==> src/rtl/p1_mem_write_if.sv <==
// Pooled-pixel stream in, P1 buffer write port out. The master side drives the
// stream; the slave side (p1_mem_write) returns in_ready and the memory write.
interface p1_mem_write_if #(
   parameter int ADDR_W = 8,
   parameter int DATA_W = 16
);
   logic              enable;
   logic              in_valid;
   logic [DATA_W-1:0] in_data;
   logic              in_ready;
   logic              wr_en;
   logic [ADDR_W-1:0] wr_addr;
   logic [DATA_W-1:0] wr_data;
   logic [1:0]        img_idx;
   logic              done;

   modport master (
      output enable, in_valid, in_data,
      input  in_ready, wr_en, wr_addr, wr_data, img_idx, done
   );

   modport slave (
      input  enable, in_valid, in_data,
      output in_ready, wr_en, wr_addr, wr_data, img_idx, done
   );
endinterface

==> src/rtl/p1_mem_write.sv <==
// Write-side address generator for the pooling-1 buffer: raster-order stream in,
// registered write out, done after NUM_IMG planes. Define P1W_RELU_EN to clamp negatives to 0.
module p1_mem_write #(
   parameter int IMG_W   = 12,
   parameter int IMG_H   = 12,
   parameter int NUM_IMG = 3,
   parameter int ADDR_W  = 8,
   parameter int DATA_W  = 16
) (
   input logic          clk,
   input logic          reset,
   p1_mem_write_if.slave bus
);

   typedef enum logic [1:0] {IDLE, RUN, DONE} state_t;

   state_t            state, state_nxt;
   logic [ADDR_W-1:0] row, col;
   logic [1:0]        plane;
   logic              accept;
   logic              col_end, row_end, img_end, last_pix;
   logic [DATA_W-1:0] cap_data;

   logic              wr_en_q;
   logic [ADDR_W-1:0] wr_addr_q;
   logic [DATA_W-1:0] wr_data_q;
   logic [1:0]        img_idx_q;
   logic              done_q;

   assign bus.in_ready = bus.enable && (state != DONE);
   assign accept       = bus.in_valid && bus.in_ready;

   assign col_end  = (col == ADDR_W'(IMG_W - 1));
   assign row_end  = (row == ADDR_W'(IMG_H - 1));
   assign img_end  = col_end && row_end;
   assign last_pix = img_end && (plane == 2'(NUM_IMG - 1));

`ifdef P1W_RELU_EN
   assign cap_data = bus.in_data[DATA_W-1] ? '0 : bus.in_data;
`else
   assign cap_data = bus.in_data;
`endif

   always_ff @(posedge clk) begin
      if (!reset) state <= IDLE;
      else        state <= state_nxt;
   end

   always_comb begin
      state_nxt = state;
      case (state)
         IDLE: if (accept) state_nxt = last_pix ? DONE : RUN;
         RUN:  if (accept && last_pix) state_nxt = DONE;
         DONE: state_nxt = DONE;
         default: state_nxt = IDLE;
      endcase
   end

   // Next-accept position; row/col wrap keeps the address modulo IMG_W*IMG_H.
   always_ff @(posedge clk) begin
      if (!reset) begin
         row   <= '0;
         col   <= '0;
         plane <= '0;
      end else if (accept) begin
         if (col_end) begin
            col <= '0;
            if (row_end) begin
               row   <= '0;
               plane <= (plane == 2'(NUM_IMG - 1)) ? 2'd0 : plane + 2'd1;
            end else begin
               row <= row + 1'b1;
            end
         end else begin
            col <= col + 1'b1;
         end
      end
   end

   // Write port: strobe follows each accept by one cycle; addr/data/plane hold otherwise.
   always_ff @(posedge clk) begin
      if (!reset) begin
         wr_en_q   <= 1'b0;
         wr_addr_q <= '0;
         wr_data_q <= '0;
         img_idx_q <= '0;
         done_q    <= 1'b0;
      end else begin
         wr_en_q <= accept;
         if (accept) begin
            wr_addr_q <= row * ADDR_W'(IMG_W) + col;
            wr_data_q <= cap_data;
            img_idx_q <= plane;
         end
         // DONE is entered on the last accept, so this lands one cycle after the last write.
         if (state == DONE) done_q <= 1'b1;
      end
   end

   assign bus.wr_en   = wr_en_q;
   assign bus.wr_addr = wr_addr_q;
   assign bus.wr_data = wr_data_q;
   assign bus.img_idx = img_idx_q;
   assign bus.done    = done_q;

endmodule

==> src/flat_wrapper.sv <==
// flat-port wrapper written by rule: the top's interface ports become plain ports
module p1_mem_write_flat 
#(
   parameter int IMG_W   = 12,
   parameter int IMG_H   = 12,
   parameter int NUM_IMG = 3,
   parameter int ADDR_W  = 8,
   parameter int DATA_W  = 16
)
  (clk, reset, bus_enable, bus_in_valid, bus_in_data, bus_in_ready, bus_wr_en, bus_wr_addr, bus_wr_data, bus_img_idx, bus_done);
  p1_mem_write_if #(.ADDR_W(ADDR_W), .DATA_W(DATA_W)) bus_i ();
  input logic clk;
  input logic reset;
  input wire logic [$bits(bus_i.enable)-1:0] bus_enable;
  input wire logic [$bits(bus_i.in_valid)-1:0] bus_in_valid;
  input wire logic [$bits(bus_i.in_data)-1:0] bus_in_data;
  output wire logic [$bits(bus_i.in_ready)-1:0] bus_in_ready;
  output wire logic [$bits(bus_i.wr_en)-1:0] bus_wr_en;
  output wire logic [$bits(bus_i.wr_addr)-1:0] bus_wr_addr;
  output wire logic [$bits(bus_i.wr_data)-1:0] bus_wr_data;
  output wire logic [$bits(bus_i.img_idx)-1:0] bus_img_idx;
  output wire logic [$bits(bus_i.done)-1:0] bus_done;
  assign bus_i.enable = bus_enable;
  assign bus_i.in_valid = bus_in_valid;
  assign bus_i.in_data = bus_in_data;
  assign bus_in_ready = bus_i.in_ready;
  assign bus_wr_en = bus_i.wr_en;
  assign bus_wr_addr = bus_i.wr_addr;
  assign bus_wr_data = bus_i.wr_data;
  assign bus_img_idx = bus_i.img_idx;
  assign bus_done = bus_i.done;
  p1_mem_write #(.IMG_W(IMG_W), .IMG_H(IMG_H), .NUM_IMG(NUM_IMG), .ADDR_W(ADDR_W), .DATA_W(DATA_W)) u_core (.clk(clk), .reset(reset), .bus(bus_i));
endmodule
==> config.mk <==
export PLATFORM = sky130hd
export DESIGN_NAME = p1_mem_write_flat
export DESIGN_NICKNAME = d
export VERILOG_FILES = /design/src/rtl/p1_mem_write_if.sv /design/src/rtl/p1_mem_write.sv /design/src/flat_wrapper.sv
export SDC_FILE = /design/constraint.sdc
export NUM_CORES = 1
export LEC_CHECK = 0
export ABC_CLOCK_PERIOD_IN_PS = 4900
export CAP_MARGIN = 5
export CORE_MARGIN = 2
export CORE_UTILIZATION = 50
export DETAILED_ROUTE_END_ITERATION = 8
export DONT_BUFFER_PORTS = 1
export GPL_ROUTABILITY_DRIVEN = 0
export SYNTH_ARGS = -nofsm -noshare
export SYNTH_HDL_FRONTEND = slang
export SYNTH_SLANG_ARGS = --single-unit
export TNS_END_PERCENT = 50
==> constraint.sdc <==
create_clock -name clk -period 4.9 [get_ports clk]
set_input_delay 0.49 -clock clk [delete_from_list [all_inputs] [get_ports clk]]
set_output_delay 0.49 -clock clk [all_outputs]
set_load 0.01 [all_outputs]
==> summary.md, run 1 <==
| Metric | Value |
|---|---|
| Status | complete, no violations |
| Register bit count reported by yosys | 48 |
| Final Skew | 5.71 ps |
| Commonest non-fill, non-tap cell in the layout | nand2_1 |
| Synth top area cells | dfxtp_1 39%, ha_1 8.7%, nand2_1 8.4% |
| Reg2reg end | u_core.bus.wr_addr[7] |
| Initial antenna violation count | 0 |
| Async set or reset register ratio after synthesis | 0% |
| Die Wd | 74.0 um |
| DIE AREA | 0.00548 mm^2 |
| Relative slew margins | 54.1% |
| Setup Buffers After CTS | 0 |
| Most frequent cells in the layout | 55 x nand2_1, 48 x dfxtp_1, 26 x a21boi_0 |
| Net Count, Synth | 317 |
| Count of final setup violators | 0 |
| Post-Synth Simple-Gate Area | 24.9% |
| Final global-route overflow total | 0 |
| Final TNS setup | 0 ps |
| DRT Pass-1 Iters | 4 |
| Routed wire length | 4.81 mm |
| I/O Buffers | 0 |
| Worst path slowest cell | a2111oi_0 |
| Drt first-iter violations | 73 |
| Largest area contributor in the synthesized netlist | dfxtp_1 |
| Initial Util | 51.9% |
| Rows | 25 |
| WL/cell | 14.1 um |
| Power density cells | 274 mW/mm^2 |
| RSZ-0062 raised after global routing | false |
| Pre-CTS setup slack | 2150 ps |
| R2R setup slack | 2200 ps |
| Clk root buf | clkbuf_8 |
| Max-cap violation count | 0 |
| Compound-gate portion of the synthesized area | 15.0% |
| Share of cells above drive strength 1 | 5.45% |
| Worst r2r src | u_core.row[0] |
| Mux contribution to synthesized area | 0.408% |
| Syn avg cell area | 8.82 um^2 |
| Top-area cell type share of the netlist area | 39.2% |
| XOR/XNOR Fraction of Synth Area | 6.64% |
| Main combinational cell family by area after synthesis | simple AND/OR/NAND/NOR gates |
| Resized Gates After CTS | 0 |
| Max Slew Vio Count | 0 |
| CTS HTree Levels | 2 |
| Top_reg_cell synth | dfxtp_1 |
| WP data arrival | 2950 ps |
| Synthesized area | 0.00245 mm^2 |
| Critical Path End Type | flop |
| Tcrit/Tclk final | 55.2% |
| Number of global-route vias before repair | 1,655 |
| Hold Crit Depth | 2 |
| Cell family with most CP delay | adder cells |
| CP most frequent cell | ha_1 |
| Core Footprint | 0.00472 mm^2 |
| Largest net degree at the start of global routing | 43 |
| Core Util, Final | 54.7% |
| Chip Height | 74.0 um |
| Worst Path Buf+Inv | 0 |
| Post-route ant nets | 0 |
| Stages on worst setup path | 8 |
| # diodes | 0 |
| Peak per-stage delay on the critical path | 440 ps |
| HP Start | reset |
| Fin. Hold Viols | 0 |
| Vias | 1,843 |
| Hold Path Class | in2reg |
| Final worst setup slack | 2200 ps |
| Post-synth EDFFs | 0 |
| Clock transition at path regs | 90 ps |
| Hold endpoint | u_core.state[0] |
| Startpoint Class | flop |
| # IOs | 49 |
| Tightest Pin Transition | 681 ps |
| Pleak | 1.01 nW |
| Netlist cell types | 44 |
| Synth-to-layout area growth | 5.46% |
| DR DRC count | 0 |
| Hold_buf cts | 0 |
| Post-Synthesis Cells | 278 |
| Worst R2R Path Depth | 8 |
| CP Max Fanout | 7 |
| Deepest clock path buffer count | 2 |
| Vias per cell | 5.39 |
| Clock Sink Count | 48 |
| Sequential fraction of the synthesis area | 39.2% |
| Synth Area in Adders | 10.3% |
| CTS tree | built |
| Final net count | 313 |
| HPWL Detailed | 3.31 mm |
| Gr usage total | 19.0% |
| Minimum clock period | 2700 ps |
| Peak VDD IR | 133 uV |
| Worst endpoint required time | 5140 ps |
| Crit Path Category | reg2reg |
| YS warnings | 0 |
| Total CTS buffers | 5 |
| CP cell instances | ha_1 > fa_1 > xnor2_1 > ha_1 > and3_1 > a2111oi_0 > xnor3_1 > a21oi_1 |
| Worst-Skew Late Latency | 310 ps |
| First-pass GRT wire length | 7.97 mm |
| Power Total | 709 uW |
| Fmax | 370 MHz |
| Min Hold Slack | 308 ps |
kinds of logic (layout without fill, tap and decap cells):
logic type,count (synthesis),count (layout)
compound gates,54,54
fa+ha+maj,19,19
mux,1,1
flops,48,48
buf+inv,20,17
xor+xnor,17,17
simple gates,119,119
synthesized netlist by cell type (2+ instances only):
cell type	instances
nand2_1	55
dfxtp_1	48
a21boi_0	26
nor2_1	18
ha_1	17
a21oi_1	9
clkbuf_1	9
o21ai_0	9
xor2_1	9
nand4_1	8
inv_1	7
nand3_1	7
xnor2_1	7
and3_1	5
nor2b_1	4
a21o_1	3
and2_1	3
or3_1	3
and4_2	2
and4b_1	2
buf_2	2
fa_1	2
nand2b_1	2
final cells by class:
type,count,area [um^2]
inverter,7,26.3
timing repair buffer,2,15.0
clock buffer,6,82.6
tap,67,83.8
fill,448,2140
clock inverter,2,15.0
multi-input combinational,210,1400
sequential,48,961
routing by layer:
| layer | track usage (%) | vias up | routed length (um) | share of wire, % |
|---|---|---|---|---|
| met3 | 4.74 | 4 | 193 | 4.0 |
| met5 | 0 | - | 0 | 0 |
| met4 | 5.45 | 0 | 47 | 0.98 |
| met2 | 28.8 | 33 | 2250 | 47 |
| met1 | 26.9 | 860 | 2320 | 48 |
| li1 | - | 946 | - | - |
power breakdown:
part	switching, mW	total, mW	internal [mW]
Combinational	0.0251	0.0428	0.0177
Sequential	0.0124	0.414	0.401
Clock	0.138	0.253	0.114
Total	0.176	0.709	0.533
flip-flops by register name (all words and copies together) (netlist names):
signal,flops
u_core.plane,2
u_core.col,8
u_core.bus.wr_addr,8
u_core.row,8
u_core.bus.wr_en,1
u_core.bus.wr_data,16
u_core.bus.img_idx,2
u_core.bus.done,1
u_core.state,2
through the flow:
step	cell area, um^2	std cells
after floorplan	2450	278
after detailed placement	2490	334
after CTS	2580	342
final	2580	342
after global placement	2490	334
after global routing	2580	342
how the worst max path moves through the flow:
stage	from	end	slack (ps)
after floorplan	u_core.row[0]	u_core.bus.wr_addr[7]	2380
after global placement	u_core.row[0]	u_core.bus.wr_addr[7]	2240
after detailed placement	u_core.row[0]	u_core.bus.wr_addr[7]	2150
after CTS	u_core.row[0]	u_core.bus.wr_addr[7]	2150
after global routing	u_core.row[0]	u_core.bus.wr_addr[7]	2020
final	u_core.row[0]	u_core.bus.wr_addr[7]	2200
(Power assumes the default switching activity.)
==> run 2, diff against run 1 <==
--- a/config.mk
+++ b/config.mk
@@ -5,7 +5,7 @@
 export SDC_FILE = /design/constraint.sdc
 export NUM_CORES = 1
 export LEC_CHECK = 0
-export ABC_CLOCK_PERIOD_IN_PS = 4900
+export ABC_CLOCK_PERIOD_IN_PS = 2650
 export CAP_MARGIN = 5
 export CORE_MARGIN = 2
 export CORE_UTILIZATION = 50
==> constraint.sdc (replaced) <==
create_clock -name clk -period 2.65 [get_ports clk]
set_input_delay 0.265 -clock clk [delete_from_list [all_inputs] [get_ports clk]]
set_output_delay 0.265 -clock clk [all_outputs]
set_load 0.01 [all_outputs]
==> summary.md, run 2 (same netlist as run 1, synthesis figures left out) <==
| Metric | Value |
|---|---|
| Max-cap violation count | 0 (unchanged) |
| Worst endpoint required time | 2890 ps (was 5140 ps) |
| Final Skew | 5.99 ps (was 5.71 ps) |
| Relative slew margins | 67.8% (was 54.1%) |
| Flop pwr share | 54.5% (was 58.3%) |
| Fmax | 398 MHz (was 370 MHz) |
| Post-Layout Cell Count | 347 (was 342) |
| Total CTS buffers | 5 (unchanged) |
| Minimum clock period | 2510 ps (was 2700 ps) |
| I/O Buffers | 0 (unchanged) |
| Sw power | 318 uW (was 176 uW) |
| Final net count | 318 (was 313) |
| Count of final setup violators | 0 (unchanged) |
| Power share of the clock group | 39.7% (was 35.6%) |
| CP Max Fanout | 4 (was 7) |
| Number of global-route vias before repair | 1,671 (was 1,655) |
| Gr usage total | 18.9% (was 19.0%) |
| Power Total | 1.40 mW (was 709 uW) |
| Clk root buf | clkbuf_8 (unchanged) |
| Vias per cell | 5.26 (was 5.39) |
| Deepest clock path buffer count | 2 (unchanged) |
| First-pass GRT wire length | 8.02 mm (was 7.97 mm) |
| Vias | 1,825 (was 1,843) |
| Filler cell count | 445 (was 448) |
| Status | complete, no violations (unchanged) |
| DRT Pass-1 Iters | 4 (unchanged) |
| # diodes | 0 (unchanged) |
| DR DRC count | 0 (unchanged) |
| DP Cell Count | 339 (was 334) |
| Largest net degree at the start of global routing | 40 (was 43) |
| Critical Path End Type | flop (unchanged) |
| Fin. Hold Viols | 0 (unchanged) |
| HPWL Detailed | 3.53 mm (was 3.31 mm) |
| Final global-route overflow total | 0 (unchanged) |
| Clock transition at path regs | 90 ps (about the same) |
| CTS HTree Levels | 2 (unchanged) |
| Final TNS setup | 0 ps (unchanged) |
| Synth-to-layout area growth | 8.73% (was 5.46%) |
| Power density cells | 527 mW/mm^2 (was 274 mW/mm^2) |
| WL/cell | 14.2 um (was 14.1 um) |
| Setup Buffers After CTS | 0 (unchanged) |
| # IOs | 49 (unchanged) |
| Routed wire length | 4.92 mm (was 4.81 mm) |
| Internal power | 1.09 mW (was 533 uW) |
| CTS tree | built (unchanged) |
| Die Wd | 74.0 um (unchanged) |
| WP data arrival | 2750 ps (was 2950 ps) |
| Hold Path Class | in2reg (unchanged) |
| Crit Path Category | reg2reg (unchanged) |
| Peak VDD IR | 236 uV (was 133 uV) |
| Commonest non-fill, non-tap cell in the layout | nand2_1 (unchanged) |
| DIE AREA | 0.00548 mm^2 (unchanged) |
| Post-route ant nets | 0 (unchanged) |
| Initial Util | 51.9% (unchanged) |
| Tcrit/Tclk final | 94.8% (was 55.2%) |
| Clock Sink Count | 48 (unchanged) |
| Startpoint Class | flop (unchanged) |
| Rows | 25 (unchanged) |
| Pleak | 1.06 nW (was 1.01 nW) |
| Core Util, Final | 56.4% (was 54.7%) |
| Initial antenna violation count | 0 (unchanged) |
| Max Slew Vio Count | 0 (unchanged) |
| Tightest Pin Transition | 481 ps (was 681 ps) |
| Worst-Skew Late Latency | 300 ps (was 310 ps) |
| Drt first-iter violations | 88 (was 73) |
| Share of cells above drive strength 1 | 7.50% (was 5.45%) |
| Comb pwr share | 5.8% (was 6.0%) |
| Core Footprint | 0.00472 mm^2 (unchanged) |
| Sw Ratio | 22.7% (was 24.8%) |
| Chip Height | 74.0 um (unchanged) |
| Most frequent cells in the layout | 55 x nand2_1, 48 x dfxtp_1, 26 x a21boi_0 (unchanged) |
| Number of flip-flops in the largest register | 16 (unchanged) |
run 2: changes by cell type in the layout (fill, tap and decap cells not counted), sizes merged:
cell | before | now
bufinv | 0 | 1
clkinv | 0 | 1
buf | 2 | 7
clkinvlp | 2 | 0
run 2: what timing repair did:
item	in CTS	in global routing
setup endpoints to repair	1	1
gates resized for setup	1	2
cloned	0	0
hold buffers	0	0
run 2: power by group through the flow:
| stage | combinational (mW) | sequential (mW) | clock (mW) |
|---|---|---|---|
| finish | 0.0819 | 0.764 | 0.557 |
| global route | 0.0933 | 0.768 | 0.597 |
| CTS | 0.0836 | 0.765 | 0.579 |
| detailed placement | 0.0835 | 0.782 | 0 |
| global placement | 0.0817 | 0.782 | 0 |
| floorplan | 0.0719 | 0.777 | 0 |
run 2: final cells by class:
| type | instances | area, um^2 | area share (%) |
|---|---|---|---|
| multi-input cells | 210 | 1420 | 53.3 |
| flip-flops and latches | 48 | 961 | 36.1 |
| well taps | 67 | 83.8 | 3.15 |
| clock buffers | 6 | 82.6 | 3.10 |
| repair buffers | 7 | 52.6 | 1.97 |
| clock inverters | 2 | 38.8 | 1.46 |
| inverters | 7 | 26.3 | 0.986 |
run 2: layer usage:
metal | routed length, um | part of all wire (%) | up-vias | global-route usage [%]
li1 | - | - | 951 | -
met2 | 2250 | 46 | 30 | 29.5
met4 | 56 | 1.1 | 0 | 6.06
met5 | 0 | 0 | - | 0
met1 | 2410 | 49 | 839 | 26.2
met3 | 195 | 4.0 | 5 | 3.93
run 2: critical path, cell delays in order, from the launching register on:
cell	delay [ps]
dfxtp_1	360
ha_1	220
fa_1	400
xnor2_1	150
ha_1	350
and3_1	230
a2111oi_4	340
xnor3_1	260
a21oi_1	140
run 2: final timing paths:
| kind | startpoint | to | slack, ps | cells after the start |
|---|---|---|---|---|
| worst max-delay path | u_core.row[1] | u_core.bus.wr_addr[7] | 140 | 8 |
| worst min-delay path | bus_in_data[15] | u_core.bus.wr_data[15] | 100 | 2 |
| worst max register to register | u_core.row[1] | u_core.bus.wr_addr[7] | 140 | 8 |
| worst min register to register | u_core.state[1] | u_core.state[1] | 510 | 2 |
run 2: through the flow:
step / hold slack [ps] / area, um^2 / worst slack, ps
after floorplan: 410 / 2450 / 130
after global placement: 390 / 2520 / 84.9
after detailed placement: 394 / 2520 / 19.1
after CTS: 72.0 / 2650 / 38.6
after global routing: 74.8 / 2670 / -6.51
final: 95.2 / 2670 / 137
==> run 3, diff against run 2 <==
--- a/config.mk
+++ b/config.mk
@@ -6,9 +6,8 @@
 export NUM_CORES = 1
 export LEC_CHECK = 0
 export ABC_CLOCK_PERIOD_IN_PS = 2650
-export CAP_MARGIN = 5
-export CORE_MARGIN = 2
-export CORE_UTILIZATION = 50
+export CAP_MARGIN = 20
+export CORE_UTILIZATION = 37
 export DETAILED_ROUTE_END_ITERATION = 8
 export DONT_BUFFER_PORTS = 1
 export GPL_ROUTABILITY_DRIVEN = 0
==> summary.md, run 3 (same netlist as run 1, synthesis figures left out) <==
| Metric | Value |
|---|---|
| Min Hold Slack | 85.8 ps (was 95.2 ps) |
| Rows | 29 (was 25) |
| Chip Height | 83.4 um (was 74.0 um) |
| RSZ-0062 raised after global routing | false |
| Most frequent cells in the layout | 55 x nand2_1, 46 x dfxtp_1, 26 x a21boi_0 (was 55 x nand2_1, 48 x dfxtp_1, 26 x a21boi_0) |
| Drt first-iter violations | 97 (was 88) |
| DR DRC count | 0 (unchanged) |
| Sw power | 330 uW (was 318 uW) |
| Startpoint Class | flop (unchanged) |
| # IOs | 49 (unchanged) |
| Sw Ratio | 23.7% (was 22.7%) |
| Relative slew margins | 69.4% (was 67.8%) |
| Clk root buf | clkbuf_8 (unchanged) |
| Deepest clock path buffer count | 2 (unchanged) |
| DRT Pass-1 Iters | 4 (unchanged) |
| WP data arrival | 2700 ps (was 2750 ps) |
| Commonest non-fill, non-tap cell in the layout | nand2_1 (unchanged) |
| First-pass GRT wire length | 8.27 mm (was 8.02 mm) |
| Die Wd | 83.4 um (was 74.0 um) |
| Total CTS buffers | 5 (unchanged) |
| Routed wire length | 4.96 mm (was 4.92 mm) |
| Worst-Skew Late Latency | 300 ps (about the same) |
| Final net count | 319 (was 318) |
| Worst R2R Path Depth | 8 (unchanged) |
| Tcrit/Tclk final | 92.8% (was 94.8%) |
| Vias per cell | 5.29 (was 5.26) |
| Share of cells above drive strength 1 | 8.54% (was 7.50%) |
| Clock transition at path regs | 90 ps (about the same) |
| WL/cell | 13.9 um (was 14.2 um) |
| Max Slew Vio Count | 0 (unchanged) |
| Peak VDD IR | 377 uV (was 236 uV) |
| CTS HTree Levels | 2 (unchanged) |
| Initial Util | 38.4% (was 51.9%) |
| CP Max Fanout | 4 (unchanged) |
| Post-route ant nets | 0 (unchanged) |
| Number of global-route vias before repair | 1,732 (was 1,671) |
| Power density cells | 521 mW/mm^2 (was 527 mW/mm^2) |
| Synth-to-layout area growth | 8.88% (was 8.73%) |
| Clock Sink Count | 48 (unchanged) |
| Count of final setup violators | 0 (unchanged) |
| Final TNS setup | 0 ps (unchanged) |
| Hold Path Class | in2reg (unchanged) |
| Hold_buf cts | 0 (unchanged) |
| Number of flip-flops in the largest register | 16 (unchanged) |
| CTS tree | built (unchanged) |
| Final Skew | 9.03 ps (was 5.99 ps) |
| Hold Crit Depth | 1 (was 2) |
| HPWL Detailed | 3.53 mm (about the same) |
| Fin. Hold Viols | 0 (unchanged) |
| Crit Path Category | reg2reg (unchanged) |
| I/O Buffers | 0 (unchanged) |
| R2R setup slack | 190 ps (was 140 ps) |
| Comb pwr share | 6.0% (was 5.8%) |
| Gr usage total | 14.6% (was 18.9%) |
| Vias | 1,895 (was 1,825) |
| Internal power | 1.06 mW (was 1.09 mW) |
| Initial antenna violation count | 0 (unchanged) |
| Final global-route overflow total | 0 (unchanged) |
| # diodes | 0 (unchanged) |
| Core Footprint | 0.00639 mm^2 (was 0.00472 mm^2) |
| Flop pwr share | 54.9% (was 54.5%) |
| Power share of the clock group | 39.1% (was 39.7%) |
| Tightest Pin Transition | 457 ps (was 481 ps) |
| Worst endpoint required time | 2890 ps (about the same) |
| Status | complete, no violations (unchanged) |
| Pleak | 1.06 nW (about the same) |
| Largest net degree at the start of global routing | 40 (unchanged) |
| Critical Path End Type | flop (unchanged) |
| Minimum clock period | 2460 ps (was 2510 ps) |
| Max-cap violation count | 0 (unchanged) |
| DIE AREA | 0.00695 mm^2 (was 0.00548 mm^2) |
| Fmax | 407 MHz (was 398 MHz) |
-- run 3: cell types whose count changed in the layout (fill, tap and decap cells not counted), sizes merged --
cell / previous run / this run
inv: 7 / 8
clkinvlp: 0 / 1
clkbuf: 6 / 5
clkinv: 1 / 0
buf: 7 / 8
-- run 3: metal layers --
layer	global-route usage, %	wire [um]	up-vias	part of all wire (%)
met5	0	0	-	0
met4	5.64	72	0	1.5
met3	2.49	165	5	3.3
met2	23.1	2280	34	46
met1	19.8	2450	894	49
li1	-	-	962	-
-- run 3: worst paths after layout --
check	from	end
worst max-delay path	u_core.row[1]	u_core.bus.wr_addr[7]
worst min-delay path	reset	u_core.bus.done
worst max register to register	u_core.row[1]	u_core.bus.wr_addr[7]
worst min register to register	u_core.col[1]	u_core.bus.wr_addr[1]
-- run 3: cell type report --
type | count | area, um^2
clock buffer | 5 | 68.8
clock inverter | 3 | 46.3
fill | 633 | 3720
inverter | 7 | 26.3
multi-input combinational | 210 | 1410
sequential | 48 | 963
tap | 77 | 96.3
timing repair buffer | 8 | 60.1
-- run 3: repair_timing --
| action | 4_1_cts | 5_1_grt |
|---|---|---|
| resized for setup | 0 | 4 |
| buffers inserted | 0 | 1 |
| endpoints found under the setup margin | 0 | 1 |
-- run 3: critical path, cell delays in order, from the launching register on --
cell       delay [ps]
dfxtp_2           350
ha_1              210
fa_1              400
xnor2_1           180
ha_1              280
and3_1            200
a2111oi_2         360
xnor3_1           260
a21oi_1           140
-- run 3: stage by stage --
step / cell area [um^2] / std cells / setup WS [ps] / util [%] / power (mW)
final: 2670 / 358 / 191 / 41.8 / 1.39
after global placement: 2540 / 349 / 93.1 / 39.7 / 0.863
after global routing: 2670 / 358 / 17.1 / 41.8 / 1.44
after detailed placement: 2540 / 349 / 59.1 / 39.7 / 0.866
after floorplan: 2450 / 278 / 130 / - / 0.849
after CTS: 2650 / 357 / 30.9 / 41.5 / 1.41
-- run 3: power by group through the flow --
| stage | combinational, mW | sequential, mW | clock (mW) |
|---|---|---|---|
| 2_1_floorplan | 0.0719 | 0.777 | 0 |
| 3_3_place_gp | 0.0814 | 0.782 | 0 |
| 3_5_place_dp | 0.0844 | 0.782 | 0 |
| 4_1_cts | 0.0845 | 0.765 | 0.560 |
| 5_1_grt | 0.0955 | 0.768 | 0.581 |
| 6_report | 0.0832 | 0.764 | 0.544 |
